## config.mk

```make
export PLATFORM = sky130hd
export DESIGN_NAME = ex_alu_stage
export DESIGN_NICKNAME = d
export VERILOG_FILES = /design/src/rtl/alu_pkg.sv /design/src/rtl/alu_core.sv /design/src/rtl/ex_alu_stage.sv
export SDC_FILE = /design/constraint.sdc
export NUM_CORES = 1
export LEC_CHECK = 0
export ABC_AREA = 1
export CAP_MARGIN = 40
export CORE_UTILIZATION = 53
export DETAILED_ROUTE_END_ITERATION = 8
export PLACE_DENSITY = 0.79
export SKIP_LAST_GASP = 1
export SYNTH_ARGS = -nofsm -noshare
export SYNTH_HDL_FRONTEND = slang
export SYNTH_HIERARCHICAL = 1
export SYNTH_SLANG_ARGS = --single-unit
```

## constraint.sdc

```tcl
create_clock -name clk -period 1.14 [get_ports clk]
set_clock_uncertainty 0.05 [all_clocks]
set_input_delay 0.342 -clock clk [delete_from_list [all_inputs] [get_ports clk]]
set_output_delay 0.342 -clock clk [all_outputs]
set_load 0.02 [all_outputs]
```

## src/rtl/alu_pkg.sv

```systemverilog
// Shared ALU operation codes and execute-stage bundle types.
// Used by the ALU controller, execute stage and forwarding logic.
package alu_pkg;

  localparam logic [3:0] ALU_AND = 4'b0000;
  localparam logic [3:0] ALU_OR  = 4'b0001;
  localparam logic [3:0] ALU_XOR = 4'b1100;
  localparam logic [3:0] ALU_SLT = 4'b0111;
  localparam logic [3:0] ALU_ADD = 4'b0010;
  localparam logic [3:0] ALU_SUB = 4'b0110;

  localparam int RD_W = 5;

  // Per-entry side information travelling with a result.
  typedef struct packed {
    logic            zero;
    logic [RD_W-1:0] rd;
    logic            regwrite;
    logic            illegal;
  } ex_tag_t;

  function automatic logic alu_op_legal(
    input logic [3:0] op
  );
    logic ok;
    ok = 1'b0;
    unique case (op)
      ALU_AND, ALU_OR, ALU_XOR,
      ALU_SLT, ALU_ADD, ALU_SUB: ok = 1'b1;
      default:                   ok = 1'b0;
    endcase
    return ok;
  endfunction

endpackage

```

## src/rtl/alu_core.sv

```systemverilog
// Combinational ALU: operation code and operands to result.
// Unknown codes yield a zero result and raise illegal.
module alu_core
  import alu_pkg::*;
#(
  parameter int WIDTH = 32
) (
  input  logic [3:0]       operation,
  input  logic [WIDTH-1:0] a,
  input  logic [WIDTH-1:0] b,
  output logic [WIDTH-1:0] result,
  output logic             zero,
  output logic             illegal
);

  logic [WIDTH-1:0] sum;
  logic [WIDTH-1:0] diff;
  logic             lt;

  assign sum  = a + b;
  assign diff = a - b;
  assign lt   = $signed(a) < $signed(b);

  // Select the result for the requested operation.
  always_comb begin
    result  = '0;
    illegal = ~alu_op_legal(operation);
    unique case (operation)
      ALU_AND: result = a & b;
      ALU_OR:  result = a | b;
      ALU_XOR: result = a ^ b;
      ALU_SLT: result = {{(WIDTH-1){1'b0}}, lt};
      ALU_ADD: result = sum;
      ALU_SUB: result = diff;
      default: result = '0;
    endcase
  end

  assign zero = (result == '0);

endmodule

```

## src/rtl/ex_alu_stage.sv

```systemverilog
// Execute stage: ALU plus a main/skid output buffer.
// in_ready depends only on registered state.
module ex_alu_stage
  import alu_pkg::*;
#(
  parameter int WIDTH = 32
) (
  input  logic             clk,
  input  logic             rst_n,
  input  logic             flush,
  input  logic             in_valid,
  output logic             in_ready,
  input  logic [3:0]       in_operation,
  input  logic [WIDTH-1:0] in_a,
  input  logic [WIDTH-1:0] in_b,
  input  logic [RD_W-1:0]  in_rd,
  input  logic             in_regwrite,
  output logic             out_valid,
  input  logic             out_ready,
  output logic [WIDTH-1:0] out_result,
  output logic             out_zero,
  output logic [RD_W-1:0]  out_rd,
  output logic             out_regwrite,
  output logic             out_illegal
);

  logic [WIDTH-1:0] alu_result;
  logic             alu_zero;
  logic             alu_illegal;

  alu_core #(
    .WIDTH(WIDTH)
  ) u_alu_core (
    .operation(in_operation),
    .a        (in_a),
    .b        (in_b),
    .result   (alu_result),
    .zero     (alu_zero),
    .illegal  (alu_illegal)
  );

  ex_tag_t new_tag;

  // Bundle the tags; illegal ops never write back.
  always_comb begin
    new_tag          = '0;
    new_tag.zero     = alu_zero;
    new_tag.rd       = in_rd;
    new_tag.regwrite = in_regwrite & ~alu_illegal;
    new_tag.illegal  = alu_illegal;
  end

  logic             main_valid_q;
  logic             main_valid_d;
  logic             skid_valid_q;
  logic             skid_valid_d;
  logic [WIDTH-1:0] main_result_q;
  logic [WIDTH-1:0] main_result_d;
  logic [WIDTH-1:0] skid_result_q;
  logic [WIDTH-1:0] skid_result_d;
  ex_tag_t          main_tag_q;
  ex_tag_t          main_tag_d;
  ex_tag_t          skid_tag_q;
  ex_tag_t          skid_tag_d;

  logic in_fire;

  assign in_ready = ~skid_valid_q;
  assign in_fire  = in_valid & in_ready & ~flush;

  // Buffer steering: fill main, spill to skid, drain skid.
  always_comb begin
    main_valid_d  = main_valid_q;
    skid_valid_d  = skid_valid_q;
    main_result_d = main_result_q;
    skid_result_d = skid_result_q;
    main_tag_d    = main_tag_q;
    skid_tag_d    = skid_tag_q;
    if (flush) begin
      main_valid_d = 1'b0;
      skid_valid_d = 1'b0;
    end else if (skid_valid_q) begin
      if (out_ready) begin
        main_result_d = skid_result_q;
        main_tag_d    = skid_tag_q;
        skid_valid_d  = 1'b0;
      end
    end else if (!main_valid_q || out_ready) begin
      main_valid_d = in_fire;
      if (in_fire) begin
        main_result_d = alu_result;
        main_tag_d    = new_tag;
      end
    end else if (in_fire) begin
      skid_valid_d  = 1'b1;
      skid_result_d = alu_result;
      skid_tag_d    = new_tag;
    end
  end

  // Buffer registers, cleared asynchronously.
  always_ff @(posedge clk or negedge rst_n) begin
    if (!rst_n) begin
      main_valid_q  <= 1'b0;
      skid_valid_q  <= 1'b0;
      main_result_q <= '0;
      skid_result_q <= '0;
      main_tag_q    <= '0;
      skid_tag_q    <= '0;
    end else begin
      main_valid_q  <= main_valid_d;
      skid_valid_q  <= skid_valid_d;
      main_result_q <= main_result_d;
      skid_result_q <= skid_result_d;
      main_tag_q    <= main_tag_d;
      skid_tag_q    <= skid_tag_d;
    end
  end

  assign out_valid    = main_valid_q;
  assign out_result   = main_result_q;
  assign out_zero     = main_tag_q.zero;
  assign out_rd       = main_tag_q.rd;
  assign out_regwrite = main_tag_q.regwrite;
  assign out_illegal  = main_tag_q.illegal;

endmodule

```

==> flow_metrics.tcl, run 1 <==
set metrics [dict create \
    die_width_um 145.5 \
    grt_overflow_total 1565 \
    yosysSeqAreaShare 0.1881 \
    root_buffer "clkbuf_16" \
    ys_ff_latch 82 \
    haltStage "global routing" \
    syn_area_per_cell_um2 5.842 \
    ios 121 \
    die_y_um 145.5 \
    grtUsageTotal 0.9684 \
    grt_max_degree 40 \
    cts_made_buffers 9 \
    num_rows 52 \
    async_reset_ff_frac 1.000 \
    start_util 0.5390 \
    synth-main-ff-cell "dfrtp_1" \
    endpoint_type "sequential cell input" \
    clkSinkCount 82 \
    gp_congestion 1.056 \
    synth_edf_count 0 \
    synth.distinct_cells 42 \
    port_buffers 120 \
    syn_area_um2 10910 \
    dp_hpwl_mm 34.96 \
    syn_nets 2049 \
    firstError "[ERROR GRT-0232] Routing congestion too high. Check the congestion heatmap in the GUI." \
    cts_max_level 3 \
    clk_path_buf_depth 2 \
    postGrtWorstEndpoint "out_zero$_DFFE_PN0P_/D" \
    dp.cells 2527 \
    synthCells 1867 \
    yosysWarnings 6 \
    status "aborted with a tool error" \
]
[cell families after synthesis]
logic type,share of synthesized area
and+or+nand+nor,0.4638
xor gates and xnor gates,0.001606
buffers and inverters,0.1605
DFF,0.1881
adders and majority gates,0.1195
AOI/OAI and AO/OA,0.06642
[stage by stage]
| step | setup slack, ns | TNS (ns) | utilization | cell area (um2) |
|---|---|---|---|---|
| CTS | -1.458 | -92.41 | 0.8917 | 18040 |
| global placement | -2.217 | -127.34 | 0.7720 | 15620 |
| floorplan | -1.259 | -46.68 | - | 12000 |
| detailed placement | -2.270 | -132.94 | 0.7720 | 15620 |
[cell usage after synthesis (all sizes together) (2+ instances only)]
master	instances	area, um2
a21oi	68	359.1
o22ai	27	168.9
inv	317	1197
nand3b	3	22.52
fa	2	40.04
nor4	2	12.51
nor3	14	101.4
o21ai	18	97.59
nand4	20	125.1
dfrtp	82	2052
and3	2	12.51
ha	101	1264
nor2	141	661.9
nand2	780	3048
nand3	197	1056
clkinv	3	11.26
clkbuf	6	25.02
o21bai	10	75.07
buf	66	516.8
and2	2	12.51
[metal layers]
layer	GRT usage	overflow
met5	0.2614	1
met4	1.096	304
met1	0.8858	34
met3	0.7251	14
met2	1.272	1212
[timing repair]
| item | 4_1_cts |
|---|---|
| buffers inserted | 93 |
| setup endpoints to repair | 124 |
| pin swaps | 270 |
| hold buffers | 1 |
| gates cloned | 1 |
| endpoints found under the hold margin | 13 |
| resized for setup | 638 |
==> run 2, diff against run 1 <==
--- a/config.mk
+++ b/config.mk
@@ -7,9 +7,9 @@
 export LEC_CHECK = 0
 export ABC_AREA = 1
 export CAP_MARGIN = 40
-export CORE_UTILIZATION = 53
+export CORE_UTILIZATION = 40
 export DETAILED_ROUTE_END_ITERATION = 8
-export PLACE_DENSITY = 0.79
+export PLACE_DENSITY_LB_ADDON = 0.15
 export SKIP_LAST_GASP = 1
 export SYNTH_ARGS = -nofsm -noshare
 export SYNTH_HDL_FRONTEND = slang
==> constraint.sdc (replaced) <==
create_clock -name clk -period 1.5 [get_ports clk]
set_clock_uncertainty 0.05 [all_clocks]
set_input_delay 0.45 -clock clk [delete_from_list [all_inputs] [get_ports clk]]
set_output_delay 0.45 -clock clk [all_outputs]
set_load 0.02 [all_outputs]
==> flow_metrics.tcl, run 2 <==
set metrics [dict create \
    status "finished with violations" \
    violations "setup timing" \
    synth_top_area_share 0.2574 \
    timing.fmax_mhz 366.5 \
    power_frac_seq 0.240 \
    route.detailed.drc 0 \
    final_cell_mix "588 x nand2_1, 322 x buf_4, 176 x inv_1" \
    post-route-util 0.6883 \
    p_int_mw 7.030 \
    period_minus_slack_ns 2.729 \
    nFillCells 2367 \
    cp_max_fo 3 \
    layout_commonest_cell "nand2_1" \
    design_power_total_mw 11.90 \
    power.share.clock 0.192 \
    layout_setup_ws_ns -1.229 \
    worstMarginPinSlew_ns 0.3831 \
    yosysMostFrequentCell "nand2_1" \
    fin_area_um2 18500 \
    cts.clk_slew.worst_paths_ns 0.06 \
    synth_top_area_cell "nand2_1" \
    combinationalPowerShare 0.568 \
    core_area_um2 26880 \
    port_buffers 120 \
    gp_congestion 0.9436 \
    viasPerCell 5.050 \
    drtPass1Iterations 5 \
    synth.distinct_cells 42 \
    arrival_ns 2.95 \
    rsz0062_at_grt "yes" \
    num_vias 13590 \
    async_reset_ff_frac 1.000 \
    synth-main-ff-cell "dfrtp_1" \
    grt_pass1_wl_mm 67.61 \
    grt_max_degree 33 \
    crit_path_end_kind "flop" \
    path_class "in -> reg" \
    area_growth_pct 69.60 \
    drive_gt1_frac 0.4921 \
    synthCells 1867 \
    cts_max_level 3 \
    grt_pass1_vias 13300 \
    synth_common_cells "748 x nand2_1, 296 x inv_1, 183 x nand3_1" \
    post-route-period-util 1.819 \
    yosysSeqAreaShare 0.1881 \
    root_buffer "clkbuf_16" \
    peakVddDrop_mv 0.5414 \
    antenna_found_initial 0 \
    switchingPower_mw 4.868 \
    ios 121 \
    p_leak_nw 9.954 \
    syn_area_per_cell_um2 5.842 \
    cts_made_buffers 9 \
    num_antenna_cells 0 \
    dp_hpwl_mm 34.32 \
    ys_ff_latch 82 \
    die_y_um 167.1 \
    place_area_um2 15610 \
    dp.cells 2586 \
    required_ns 1.72 \
    start_util 0.4058 \
    pwr_density_cell_nw_per_um2 643.2 \
    slew-limit-headroom 0.7446 \
    layout.nets 2529 \
    dieArea_um2 27930 \
    grt_overflow_total 0 \
    yosysWarnings 6 \
    hold_ws_ns 0.3907 \
    hold_class "in -> reg" \
    ant_nets 0 \
    die_width_um 167.1 \
    layoutNonFillerInstCount 2692 \
    drt_iter0_markers 996 \
    synth_area_leaders "nand2_1 26%, dfrtp_1 19%, ha_1 12%, inv_1 10%, nand3_1 8.4%" \
    clock_latency_ns 0.33 \
    slew_violations 0 \
    syn_area_um2 10910 \
    num_rows 60 \
    sw_frac_of_total 0.4092 \
    drv_cap 0 \
    grtUsageTotal 0.3059 \
    clk_path_buf_depth 2 \
    syn_nets 2049 \
    cts_tree "done" \
    worstSetupStartpointType "primary input" \
    hold_viol_final 0 \
    clkSinkCount 82 \
    wl_per_cell_um 16.19 \
    synth_edf_count 0 \
    drt_wl_total_mm 43.59 \
    setup_violations 66 \
]
## run 2: through the flow
stage	setup slack [ns]	TNS [ns]
4_1_cts	-1.143	-44.35
3_5_place_dp	-2.107	-104.32
5_1_grt	-1.408	-51.64
6_report	-1.229	-44.96
2_1_floorplan	-1.007	-29.57
3_3_place_gp	-2.046	-102.18
## run 2: final timing paths
path | from | endpoint | slack [ns] | cells after the start
min | flush | skid_valid_q | 0.39 | 2
max reg2reg | skid_valid_q | out_result[13] | 0 | 6
max | in_a[0] | out_zero | -1.23 | 24
min in group asynchronous | rst_n | out_result[3] | 0.51 | 2
max in group asynchronous | rst_n | skid_result_q[22] | 0.42 | 3
min reg2reg | out_rd[1] | out_rd[1] | 0.42 | 2
## run 2: metal layers
layer,part of all wire,vias to the layer above,global-route usage
li1,-,6697,-
met1,0.43,6365,0.3921
met2,0.48,461,0.5277
met3,0.059,71,0.03947
met4,0.028,0,0.1035
met5,0,-,0
## run 2: cell type report
class | count | area [um2] | share of cell area
multi-input combinational | 1393 | 9575 | 0.5177
timing repair buffer | 541 | 4750 | 0.2568
sequential | 82 | 2052 | 0.1109
inverter | 320 | 1381 | 0.07468
tap | 341 | 426.7 | 0.02307
clock buffer | 12 | 266.5 | 0.01441
clock inverter | 3 | 46.29 | 0.002503
## run 2: power groups by stage
stage          logic (mW)  clock network (mW)  registers (mW)
5_1_grt              7.28                2.42            2.91
3_5_place_dp         5.55                   0            2.89
3_3_place_gp         5.48                   0            2.88
6_report             6.76                2.29            2.85
2_1_floorplan        2.90                   0            3.08
4_1_cts              6.22                2.32            2.85
## run 2: kinds of logic after synthesis
logic type | after synthesis | share of synthesized area
flip-flops | 82 | 0.1881
AND/OR/NAND/NOR | 1162 | 0.4638
AO/OA/AOI/OAI | 126 | 0.06642
XOR/XNOR | 2 | 0.001606
adder cells (fa/ha/maj) | 103 | 0.1195
buffers and inverters | 392 | 0.1605
## run 2: critical path, stage by stage
cell and delay, ns:
buf_12 0.10, ha_4 0.14, inv_2 0.04, fa_2 0.37, inv_2 0.09, nand2_4 0.06, o21ai_4 0.20, buf_6 0.13
nand2_4 0.05, nand3_4 0.11, buf_6 0.10, buf_6 0.08, nand3_2 0.06, nand2_1 0.08, nand2_1 0.06, nand3_2 0.09
nand3_4 0.08, nor2_1 0.10, nand4_1 0.12, nor2_2 0.14, nand2_1 0.06, nand2_1 0.07, nand3_1 0.07, nand2_1 0.07
## run 2: timing repair
item | 4_1_cts | 5_1_grt
endpoints found under the hold margin | 18 | 0
hold buffers | 1 | 0
setup buffers | 66 | 47
gates cloned | 0 | 1
pin swaps | 214 | 170
endpoints found under the setup margin | 117 | 103
gates resized for setup | 688 | 312
No activity file was read; power rests on OpenSTA's default activity.
==> run 3, diff against run 2 <==
--- a/config.mk
+++ b/config.mk
@@ -5,7 +5,6 @@
 export SDC_FILE = /design/constraint.sdc
 export NUM_CORES = 1
 export LEC_CHECK = 0
-export ABC_AREA = 1
 export CAP_MARGIN = 40
 export CORE_UTILIZATION = 40
 export DETAILED_ROUTE_END_ITERATION = 8
==> flow_metrics.tcl, run 3 <==
set metrics [dict create \
    status "finished with violations" \
    violations "setup timing" \
    root_buffer "clkbuf_16" \
    crit_path_end_kind "flop" \
    drv_cap 0 \
    synth_top_area_cell "dfrtp_1" \
    async_reset_ff_frac 1.000 \
    ios 121 \
    core_area_um2 23400 \
    synth_area_leaders "dfrtp_1 22%, mux2_2 14%, ha_1 13%, inv_1 3.9%, a21oi_1 3.7%" \
    synth-main-ff-cell "dfrtp_1" \
    p_leak_nw 7.882 \
    hold_ws_ns 0.3661 \
    port_buffers 120 \
    power_frac_seq 0.261 \
    slew-limit-headroom 0.5067 \
    regArea_um2 2054 \
    path_class "in -> reg" \
    antenna_found_initial 0 \
    clkSinkCount 82 \
    num_vias 10860 \
    period_minus_slack_ns 3.774 \
    yosysSeqAreaShare 0.2155 \
    layout_commonest_cell "buf_4" \
    syn_area_um2 9523 \
    syn_nets 1301 \
    clk_path_buf_depth 2 \
    clock_latency_ns 0.35 \
    p_int_mw 7.123 \
    slowest_stage "or4_4" \
    drtPass1Iterations 5 \
    dp.cells 1870 \
    yosysWarnings 6 \
    synth_common_cells "118 x mux2_2, 101 x ha_1, 100 x inv_1" \
    nFillCells 1913 \
    drt_wl_total_mm 38.16 \
    multi_input_area_um2 8449 \
    final_cell_mix "396 x buf_4, 80 x dfrtp_1, 72 x mux2_2" \
    area_growth_pct 73.47 \
    rsz0062_at_grt "yes" \
    sw_frac_of_total 0.3761 \
    cp_max_fo 3 \
    start_util 0.4069 \
    crit_chain "buf_12 > inv_12 > ha_4 > inv_2 > fa_2 > nor2b_4 > o21a_4 > o311ai_4 > a311oi_4 > o31ai_2 > a31oi_2 > a21o_1 > a21o_1 > or4_4 > nor4_4 > mux2_4 > mux2_4" \
    worstMarginPinSlew_ns 0.7344 \
    hold_viol_final 0 \
    cts.clk_slew.worst_paths_ns 0.07 \
    wl_met3_mm 1.740 \
    combinationalPowerShare 0.547 \
    synthCells 1119 \
    grt_max_degree 40 \
    grt_overflow_total 0 \
    synth.distinct_cells 101 \
    synth_top_area_share 0.2155 \
    die_width_um 156.3 \
    wl_met1_mm 17.30 \
    dieArea_um2 24430 \
    drt_iter0_markers 639 \
    worstSetupStartpointType "primary input" \
    syn_area_per_cell_um2 8.510 \
    setup_tns_ns -94.61 \
    num_rows 56 \
    hold_class "in -> reg" \
    ys_ff_latch 82 \
    viasPerCell 5.505 \
    peakVddDrop_mv 0.6514 \
    route.detailed.drc 0 \
    met2_length_mm 17.84 \
    dr.max_layer_used "met4" \
    ant_nets 0 \
    hold_depth 3 \
    design_power_total_mw 11.42 \
    required_ns 1.74 \
    wl_per_cell_um 19.35 \
    layout.nets 1830 \
    grtUsageTotal 0.3150 \
    setup_violations 76 \
    yosysMostFrequentCell "mux2_2" \
    slowest_delay_ns 0.54 \
    reg2regPathDepth 5 \
    gp_congestion 0.9554 \
    cts_max_level 3 \
    synth_edf_count 0 \
    layout_setup_ws_ns -2.274 \
    layoutNonFillerInstCount 1972 \
    grt_pass1_wl_mm 59.11 \
    reg2reg_slack_ns -0.29 \
    post-route-period-util 2.516 \
    cts_tree "done" \
    drive_gt1_frac 0.5747 \
    switchingPower_mw 4.293 \
    num_antenna_cells 0 \
    dp_hpwl_mm 29.00 \
    grt_pass1_vias 10990 \
    slew_violations 0 \
    power.share.clock 0.192 \
    pwr_density_cell_nw_per_um2 691.1 \
    timing.fmax_mhz 264.9 \
    die_y_um 156.3 \
    arrival_ns 4.02 \
    cts_made_buffers 9 \
]
[run 3: cell count changes after synthesis, sizes merged, moves of 25 or more]
| cell | previous run | this run |
|---|---|---|
| o22ai | 27 | 2 |
| mux2 | 0 | 120 |
| nor2 | 141 | 71 |
| nand3 | 197 | 15 |
| o21ai | 18 | 69 |
| inv | 317 | 101 |
| buf | 66 | 38 |
| nand2 | 780 | 70 |
[run 3: worst max-delay path: cells and delay by family]
family	cells	cell delay [ns]
and+or+nand+nor	3	1.00
AOI/OAI and AO/OA	7	1.58
buffers and inverters	3	0.18
muxes	2	0.33
adders and majority gates	2	0.46
[run 3: power by group through the flow]
| stage | Combinational (mW) | Clock [mW] | Sequential (mW) |
|---|---|---|---|
| 6_report | 6.25 | 2.19 | 2.98 |
| 5_1_grt | 6.65 | 2.32 | 3.05 |
| 4_1_cts | 6.00 | 2.23 | 2.98 |
| 3_5_place_dp | 5.42 | 0 | 3.02 |
| 3_3_place_gp | 5.37 | 0 | 2.98 |
| 2_1_floorplan | 2.55 | 0 | 3.26 |
[run 3: path summary, 6_finish.rpt]
check | endpoint | from
max | out_zero | in_a[0]
min | out_valid | in_valid
max reg2reg | out_result[21] | out_valid
min reg2reg | skid_tag_q[6] | skid_tag_q[6]
max in group asynchronous | out_result[3] | rst_n
min in group asynchronous | out_result[17] | rst_n
[run 3: routing by layer]
metal,GRT usage,vias to the layer above
li1,-,5168
met1,0.4131,5266
met2,0.5293,340
met3,0.03406,81
met4,0.1232,0
met5,0,-
[run 3: area by class of cell]
class                   instances  area share
clock inverters                 6    0.002954
repair buffers                586      0.2962
flip-flops and latches         82      0.1244
well taps                     319     0.02416
clock buffers                  10     0.01386
multi-input cells             868      0.5115
inverters                     101     0.02696
[run 3: what timing repair did]
action | CTS | global route
hold buffers | 1 | 0
pin swaps | 109 | 57
hold endpoints to repair | 19 | 0
endpoints found under the setup margin | 122 | 98
setup buffers | 66 | 39
cloned | 4 | 0
resized for setup | 585 | 118
[run 3: metrics by stage]
stage | cell area, um2 | utilization | setup slack (ns)
5_1_grt | 16520 | 0.7059 | -2.357
3_5_place_dp | 14370 | 0.6140 | -3.387
2_1_floorplan | 10220 | - | -2.185
6_report | 16520 | 0.7059 | -2.274
3_3_place_gp | 14370 | 0.6138 | -3.218
4_1_cts | 16100 | 0.6879 | -2.237
[run 3: logic make-up (layout without fill, tap and decap cells)]
group                      Yosys count  after routing  share of synthesized area
xor gates and xnor gates             6              6                   0.005519
DFF                                 82             82                     0.2155
AOI/OAI and AO/OA                  344            344                     0.2553
adders and majority gates          103            103                     0.1369
muxes                              128            128                     0.1503
buffers and inverters              169            703                    0.07699
and+or+nand+nor                    287            287                     0.1595
